## src/rtl/clk_lock_supervisor.sv

```systemverilog
// Qualifies the clock wizard's asynchronous lock flag against clk100 and sequences
// the design reset, recording lock-loss events and per-run uptime for bring-up.
module clk_lock_supervisor #(
  parameter int SYNC_STAGES   = 2,
  parameter int STABLE_CYCLES = 1024,
  parameter int HOLD_CYCLES   = 256,
  parameter int CNT_W         = 16
) (
  input  logic        clk100,
  input  logic        rst_n,
  input  logic        locked,
  input  logic        clear_stats,
  output logic        sys_rst_n,
  output logic        ready_pulse,
  output logic [1:0]  state_o,
  output logic [15:0] lock_loss_cnt,
  output logic [31:0] uptime
);

  typedef enum logic [1:0] {
    ST_UNUSED    = 2'b00,
    ST_WAIT_LOCK = 2'b01,
    ST_HOLD      = 2'b10,
    ST_RUN       = 2'b11
  } state_t;

  localparam logic [CNT_W-1:0] STABLE_LAST = CNT_W'(STABLE_CYCLES - 1);
  localparam logic [CNT_W-1:0] HOLD_LAST   = CNT_W'(HOLD_CYCLES - 1);

  logic [SYNC_STAGES-1:0] sync_q, sync_d;
  logic                   locked_s;
  state_t                 state_q, state_d;
  logic [CNT_W-1:0]       cnt_q, cnt_d;
  logic                   sys_rst_n_q, sys_rst_n_d;
  logic                   ready_pulse_q, ready_pulse_d;
  logic [15:0]            lock_loss_q, lock_loss_d;
  logic [31:0]            uptime_q, uptime_d;
  logic                   loss_event;

  // Oldest stage of the shift chain is the qualified lock flag.
  assign sync_d   = {sync_q[SYNC_STAGES-2:0], locked};
  assign locked_s = sync_q[SYNC_STAGES-1];

  always_comb begin
    state_d       = state_q;
    cnt_d         = cnt_q;
    sys_rst_n_d   = 1'b0;
    ready_pulse_d = 1'b0;
    uptime_d      = uptime_q;
    lock_loss_d   = lock_loss_q;
    loss_event    = 1'b0;

    case (state_q)
      ST_WAIT_LOCK: begin
        if (!locked_s) begin
          cnt_d = '0;
        end else if (cnt_q == STABLE_LAST) begin
          state_d = ST_HOLD;
          cnt_d   = '0;
        end else begin
          cnt_d = cnt_q + 1'b1;
        end
      end
      ST_HOLD: begin
        // Dropping lock before the design was released is not a lock loss.
        if (!locked_s) begin
          state_d = ST_WAIT_LOCK;
          cnt_d   = '0;
        end else if (cnt_q == HOLD_LAST) begin
          state_d       = ST_RUN;
          cnt_d         = '0;
          sys_rst_n_d   = 1'b1;
          ready_pulse_d = 1'b1;
          uptime_d      = '0;
        end else begin
          cnt_d = cnt_q + 1'b1;
        end
      end
      ST_RUN: begin
        if (!locked_s) begin
          state_d    = ST_WAIT_LOCK;
          cnt_d      = '0;
          loss_event = 1'b1;
        end else begin
          sys_rst_n_d = 1'b1;
          uptime_d    = uptime_q + 32'd1;
        end
      end
      default: begin
        state_d = ST_WAIT_LOCK;
        cnt_d   = '0;
      end
    endcase

    if (loss_event && (lock_loss_q != 16'hFFFF)) begin
      lock_loss_d = lock_loss_q + 16'd1;
    end

    // A clear coinciding with a loss still records that loss.
    if (clear_stats) begin
      lock_loss_d = {15'd0, loss_event};
      uptime_d    = '0;
    end
  end

  always_ff @(posedge clk100 or negedge rst_n) begin
    if (!rst_n) begin
      sync_q        <= '0;
      state_q       <= ST_WAIT_LOCK;
      cnt_q         <= '0;
      sys_rst_n_q   <= 1'b0;
      ready_pulse_q <= 1'b0;
      lock_loss_q   <= '0;
      uptime_q      <= '0;
    end else begin
      sync_q        <= sync_d;
      state_q       <= state_d;
      cnt_q         <= cnt_d;
      sys_rst_n_q   <= sys_rst_n_d;
      ready_pulse_q <= ready_pulse_d;
      lock_loss_q   <= lock_loss_d;
      uptime_q      <= uptime_d;
    end
  end

  assign sys_rst_n     = sys_rst_n_q;
  assign ready_pulse   = ready_pulse_q;
  assign state_o       = state_q;
  assign lock_loss_cnt = lock_loss_q;
  assign uptime        = uptime_q;

endmodule

```

## config.mk

```make
export PLATFORM = sky130hd
export DESIGN_NAME = clk_lock_supervisor
export DESIGN_NICKNAME = d
export VERILOG_FILES = /design/src/rtl/clk_lock_supervisor.sv
export SDC_FILE = /design/constraint.sdc
export NUM_CORES = 1
export LEC_CHECK = 0
export ABC_AREA = 0
export CAP_MARGIN = 40
export CORE_AREA = 2 2 84 86
export DETAILED_ROUTE_END_ITERATION = 8
export DIE_AREA = 0 0 86 88
export PLACE_DENSITY_LB_ADDON = 0.05
export SETUP_SLACK_MARGIN = 0.3
export SYNTH_ARGS = -nofsm -noshare
export SYNTH_HDL_FRONTEND = slang
export SYNTH_SLANG_ARGS = --single-unit
```

## constraint.sdc

```tcl
create_clock -name clk100 -period 8 [get_ports clk100]
set_input_delay 1.6 -clock clk100 [delete_from_list [all_inputs] [get_ports clk100]]
set_output_delay 1.6 -clock clk100 [all_outputs]
set_load 0.02 [all_outputs]
```

## Word-level counts from Yosys, hierarchy flattened

Index checks and enable logic that the tools add are counted.

- Register bits after elaboration: 70
- Input bits: 4
- Output and inout bits: 52
- Logic and storage cells: 54

- Add/subtract/negate cells: 3
- Equal/unequal tests: 13
- Muxes and demuxes: 26
- Reduce and logical (&&, ||, !) cells: 5

Operators by type and width:

| cell | number |
|---|---|
| $mux W32 | 4 |
| $mux W16 | 7 |
| $pmux W32 S2 | 1 |
| $pmux W16 S3 | 1 |
| $add A16 B1 Y16 const B | 2 |
| $add A32 B1 Y32 const B | 1 |
| $eq A16 B10 Y1 const B | 1 |
| $eq A16 B8 Y1 const B | 1 |
| $ne A16 B16 Y1 const B | 1 |
| $ne A3 B3 Y1 const B | 4 |
| $mux W2 | 5 |
| $reduce_and A4 Y1 | 2 |
| $mux W1 | 6 |
| $ne A2 B2 Y1 const B | 3 |
| $pmux W2 S3 | 1 |
| $eq A2 B2 Y1 const B | 2 |
| $reduce_bool A3 Y1 | 1 |
| $eq A2 B1 Y1 const B | 1 |
| $pmux W1 S2 | 1 |
| $reduce_bool A2 Y1 | 1 |
| $logic_and A1 B1 Y1 | 1 |

## Longest topological paths before layout

- Word-level depth: 5
- Mapped depth: 8
- Gate-level depth less buffers: 6

## Worst setup path before layout

OpenSTA, ideal clock, no wires.

- Kind: input to register
- From: in clear_stats
- To: reg uptime_q[25], in the netlist uptime[25]
- Setup time: 0.078 ns
- Arrival: 2.865 ns
- Required time: 7.922 ns
- Path slack: 5.057 ns
- Cell stages on the path: 7
- Path buffers: 3
- Cells stage by stage: clkbuf_1 > inv_1 > o221a_4 > clkbuf_1 > clkbuf_1 > o31ai_1 > a21oi_1

- Longest elaborated chain between the ends: 2
- Elaborated cells on any way between the ends: 6
- Those cells by class: eq/ne (3); mux (1); reduce/logical (2)

RTL lines:

| item | RTL line | RTL |
|---|---|---|
| from (decl) | 12 | `input logic clear_stats,` |
| $ne A3 B3 Y1 (no source line) / $reduce_bool A3 Y1 (equally long branches) | n/a |  |
| $reduce_and A4 Y1 (no source line) | n/a |  |
| to (signal assigned) | 122 | `uptime_q <= uptime_d;` |
| to (decl) | 37 | `logic [31:0] uptime_q, uptime_d;` |

Parallel ways exist; a longest one is shown, timed or not.
A chain may end at the register's enable or synchronous reset.

## Worst setup path after layout

- From: in clear_stats
- To: reg uptime_q[20], in the netlist uptime[20]

The elaborated chain is that of the path after synthesis.

==> out/summary.txt <==
run status - completed
Avg Cell Area, Syn - 9.29 sq um
TritonCTS clock tree - built
DRC violation count after routing - 0
Worst IR Drop VDD - 0.0763 mV
power per cell area - 137 nW/um^2
CP endpoint kind - register
Sequential cell area - 1750 sq um
family with the most delay on the worst path - buffers and inverters
I/O Pins - 56
number of synthesized flops with an enable pin - 0
Hold Buf Count CTS - 0
share of Yosys cell area claimed by the top area cell type - 45.5%
die width - 86 microns
largest area contributor in the synthesized netlist - sky130_fd_sc_hd__dfrtp_1
max frequency - 0.284 GHz
Setup Fix Bufs, Post-CTS - 0
number of core rows - 30
antenna diode count - 0
IO buf count - 55
setup total negative slack - 0 ps
max-slew headroom at the worst pin - 52.9%
Worst Tran Pin Value - 705 ps
Skew-Pair Late Insertion Delay - 350 ps
via count of the first global-routing pass - 3078
first-pass GRT wire length - 14.1 mm
count of instances resized after the clock tree is built - 0
number of register bits inferred by synthesis - 70
count of nets left with antenna violations after detail routing - 0
area of the mapped netlist - 3800 sq um
startpoint of the worst-slack reg-to-reg timing path - cnt_q[10]$_DFFE_PN0P_
Clock Skews - 11.4 ps
# fillers - 544
peak per-stage delay on the critical path - 690 ps
number of hold violations in the final report - 0
total number of vias - 3384
antenna violations before repair - 0
dominant register cell in the synthesized netlist - sky130_fd_sc_hd__dfrtp_1
Total Wirelength - 8.41 mm
number of clock sinks - 70
most frequently used cell type in the post-synthesis netlist - sky130_fd_sc_hd__dfrtp_1
Max Fanout on Critical Path - 55
hold path startpoint - sync_q[0]$_DFF_PN0_
Synth Instances - 409
launching element of the worst setup path - clear_stats
number of nets in the synthesized netlist - 420
crit share post-route - 44.0%
cell breakdown of the critical path - clkdlybuf4s50_1, inv_1, o221a_4, or2_1, o21ai_1
Period minus WS final - 3520 ps
total chip power - 628 uW
Synthesis Warnings - 0
LEAKAGE - 1.82 nW
final weighted congestion of routability-driven global placement - 0.816
synthesis-to-finish area growth - 20.6%
type of the tightest min-delay check - reg -> reg
starting DRC count in detailed routing - 195
cell chosen for the clock root - sky130_fd_sc_hd__clkbuf_8
maximum number of pins on one net before global-route repair - 56
combined area of the multi-input logic cells - 1930 sq um
final HPWL from detailed placement - 5.80 mm
sequential element share of the synthesized area - 46.1%
final number of setup-violating endpoints - 0
proportion of register bits with asynchronous set or reset after synthesis - 100%
unrepaired setup endpoints after global routing - no
startpoint kind of the worst setup timing path - input port
starting utilization of the core area - 57.2%
WL/cell - 15.5 microns
Overflow after GRT - 0
Initial DRT Pass Iterations - 4
total global-route track usage - 23.3%
category of the critical setup timing path - in -> reg
number of buffers between clock root and the deepest sink - 2
Crit-path slowest cell - sky130_fd_sc_hd__clkdlybuf4s50_1
number of buffer and inverter stages on the critical path - 2
vertical die dimension - 88 microns
CTS clock-pin slew for the worst setup and hold paths - 70 ps
ratio of cells with drive above 1 in the final layout - 5.17%
most frequent cells after synthesis - sky130_fd_sc_hd__dfrtp_1 (69), sky130_fd_sc_hd__nor2_1 (38), sky130_fd_sc_hd__nand2_1 (35), sky130_fd_sc_hd__o31ai_1 (29), sky130_fd_sc_hd__a21oi_1 (24)
Layout Nets - 470
depth of the CTS H-tree - 3
CTS buffer count - 9
post-DR vias/cell - 6.22
final number of max-transition violations - 0
number of maximum-capacitance constraint violations - 0
arrival time of the worst setup path - 3740 ps
area of the placeable core - 6640 sq um
top cells by area, synth - sky130_fd_sc_hd__dfrtp_1 (45%), sky130_fd_sc_hd__o31ai_1 (5.7%), sky130_fd_sc_hd__or4_1 (4.5%)
data required time at the worst endpoint - 8220 ps
Total Die Area - 7570 sq um
library cells used by synthesis - 44
[cells in the final DEF (no fill, tap or decap), types with 2 or more instances in the layout]
cell type                         netlist  layout
sky130_fd_sc_hd__nor2_1                38      38
sky130_fd_sc_hd__a21o_1                 4       4
sky130_fd_sc_hd__dfrtp_1               69      69
sky130_fd_sc_hd__clkdlybuf4s50_1        0      54
sky130_fd_sc_hd__o2111ai_1              7       7
sky130_fd_sc_hd__xor2_1                17      17
sky130_fd_sc_hd__a21oi_1               24      24
sky130_fd_sc_hd__or4_4                  2       2
sky130_fd_sc_hd__nor4b_1                4       4
sky130_fd_sc_hd__nor4_1                 3       3
sky130_fd_sc_hd__o21ai_0               17      17
sky130_fd_sc_hd__o211ai_1               3       3
sky130_fd_sc_hd__or3_1                  2       2
sky130_fd_sc_hd__a31oi_1                4       4
sky130_fd_sc_hd__and2_1                 3       3
sky130_fd_sc_hd__nand3_1               18      18
sky130_fd_sc_hd__and3_1                10      10
sky130_fd_sc_hd__clkinv_2               0       3
sky130_fd_sc_hd__xnor2_1                5       5
sky130_fd_sc_hd__nor3_1                 9       9
sky130_fd_sc_hd__nand4_1               15      15
sky130_fd_sc_hd__o41ai_1                3       3
sky130_fd_sc_hd__clkbuf_1              18       2
sky130_fd_sc_hd__a22oi_1                2       2
sky130_fd_sc_hd__o31ai_1               29      28
sky130_fd_sc_hd__or4_1                 23      23
sky130_fd_sc_hd__nand2_1               35      35
sky130_fd_sc_hd__and4_1                 4       4
sky130_fd_sc_hd__o21ai_1                8       8
sky130_fd_sc_hd__buf_4                  0       2
sky130_fd_sc_hd__ha_1                   7       7
sky130_fd_sc_hd__inv_1                 11      11
sky130_fd_sc_hd__clkbuf_8               0      10
[cell type report]
cell class | count | area share [%]
Clock buffer | 12 | 3.17
Clock inverter | 4 | 0.492
Inverter | 11 | 0.901
Multi-Input combinational cell | 309 | 42.1
Sequential cell | 70 | 38.3
Tap cell | 80 | 2.19
Timing Repair Buffer | 58 | 12.8
[per-stage QoR]
step,utilization (%),instance area (sq um),worst slack (ps),std cells,hold WS [ps]
after global routing,68.9,4580,4230,544,372
after detailed placement,66.4,4410,4110,528,369
final,68.9,4580,4480,544,378
after global placement,66.0,4390,4200,527,337
after CTS,68.9,4580,4480,544,378
after floorplan,-,3800,5060,409,331
[power by group]
part	switching, mW	internal (mW)	leakage, nW
sequential	0.00179	0.355	0.968
clock	0.129	0.120	0.0861
combinational	0.0166	0.00562	0.767
[logic make-up (layout without fill, tap and decap cells)]
family          after synthesis  after routing  share of synthesized area [%]
compound gates              106            106                           18.4
fa+ha+maj                     7              7                           2.31
xor+xnor                     22             22                           5.07
flops                        70             70                           46.1
simple gates                173            173                           24.6
mux                           1              1                          0.264
buf+inv                      30             85                           3.16
[worst reg2reg max path: cells and delay by family, from the launching register on]
family	cells	cell delay (ps)
simple gates	3	1570
compound gates	2	760
flops	1	430
[state kept, by name (all words and copies together) (netlist names)]
name	cells
state_o	2
ready_pulse	1
cnt_q	16
sys_rst_n	1
sync_q	2
uptime	32
lock_loss_cnt	16
[worst paths after layout]
kind / end / slack (ps) / depth (start not counted)
max: uptime[20]$_DFFE_PN0P_ / 4480 / 5
min: sync_q[1]$_DFF_PN0_ / 380 / 0
min reg2reg: sync_q[1]$_DFF_PN0_ / 380 / 0
min in group asynchronous: cnt_q[6]$_DFFE_PN0P_ / 1230 / 2
max reg2reg: uptime[5]$_DFFE_PN0P_ / 5130 / 5
max in group asynchronous: state_o[0]$_DFFE_PN1P_ / 6170 / 3
[per-layer routing]
metal	share of wire (%)	global-route usage (%)	up-vias	wire length [microns]
li1	-	-	1644	-
met1	45	30.2	1638	3800
met2	49	39.5	91	4160
met3	3.9	3.68	11	332
met4	1.4	8.80	0	116
met5	0	0	-	0
Note: power is estimated with default switching activity, not from simulation.
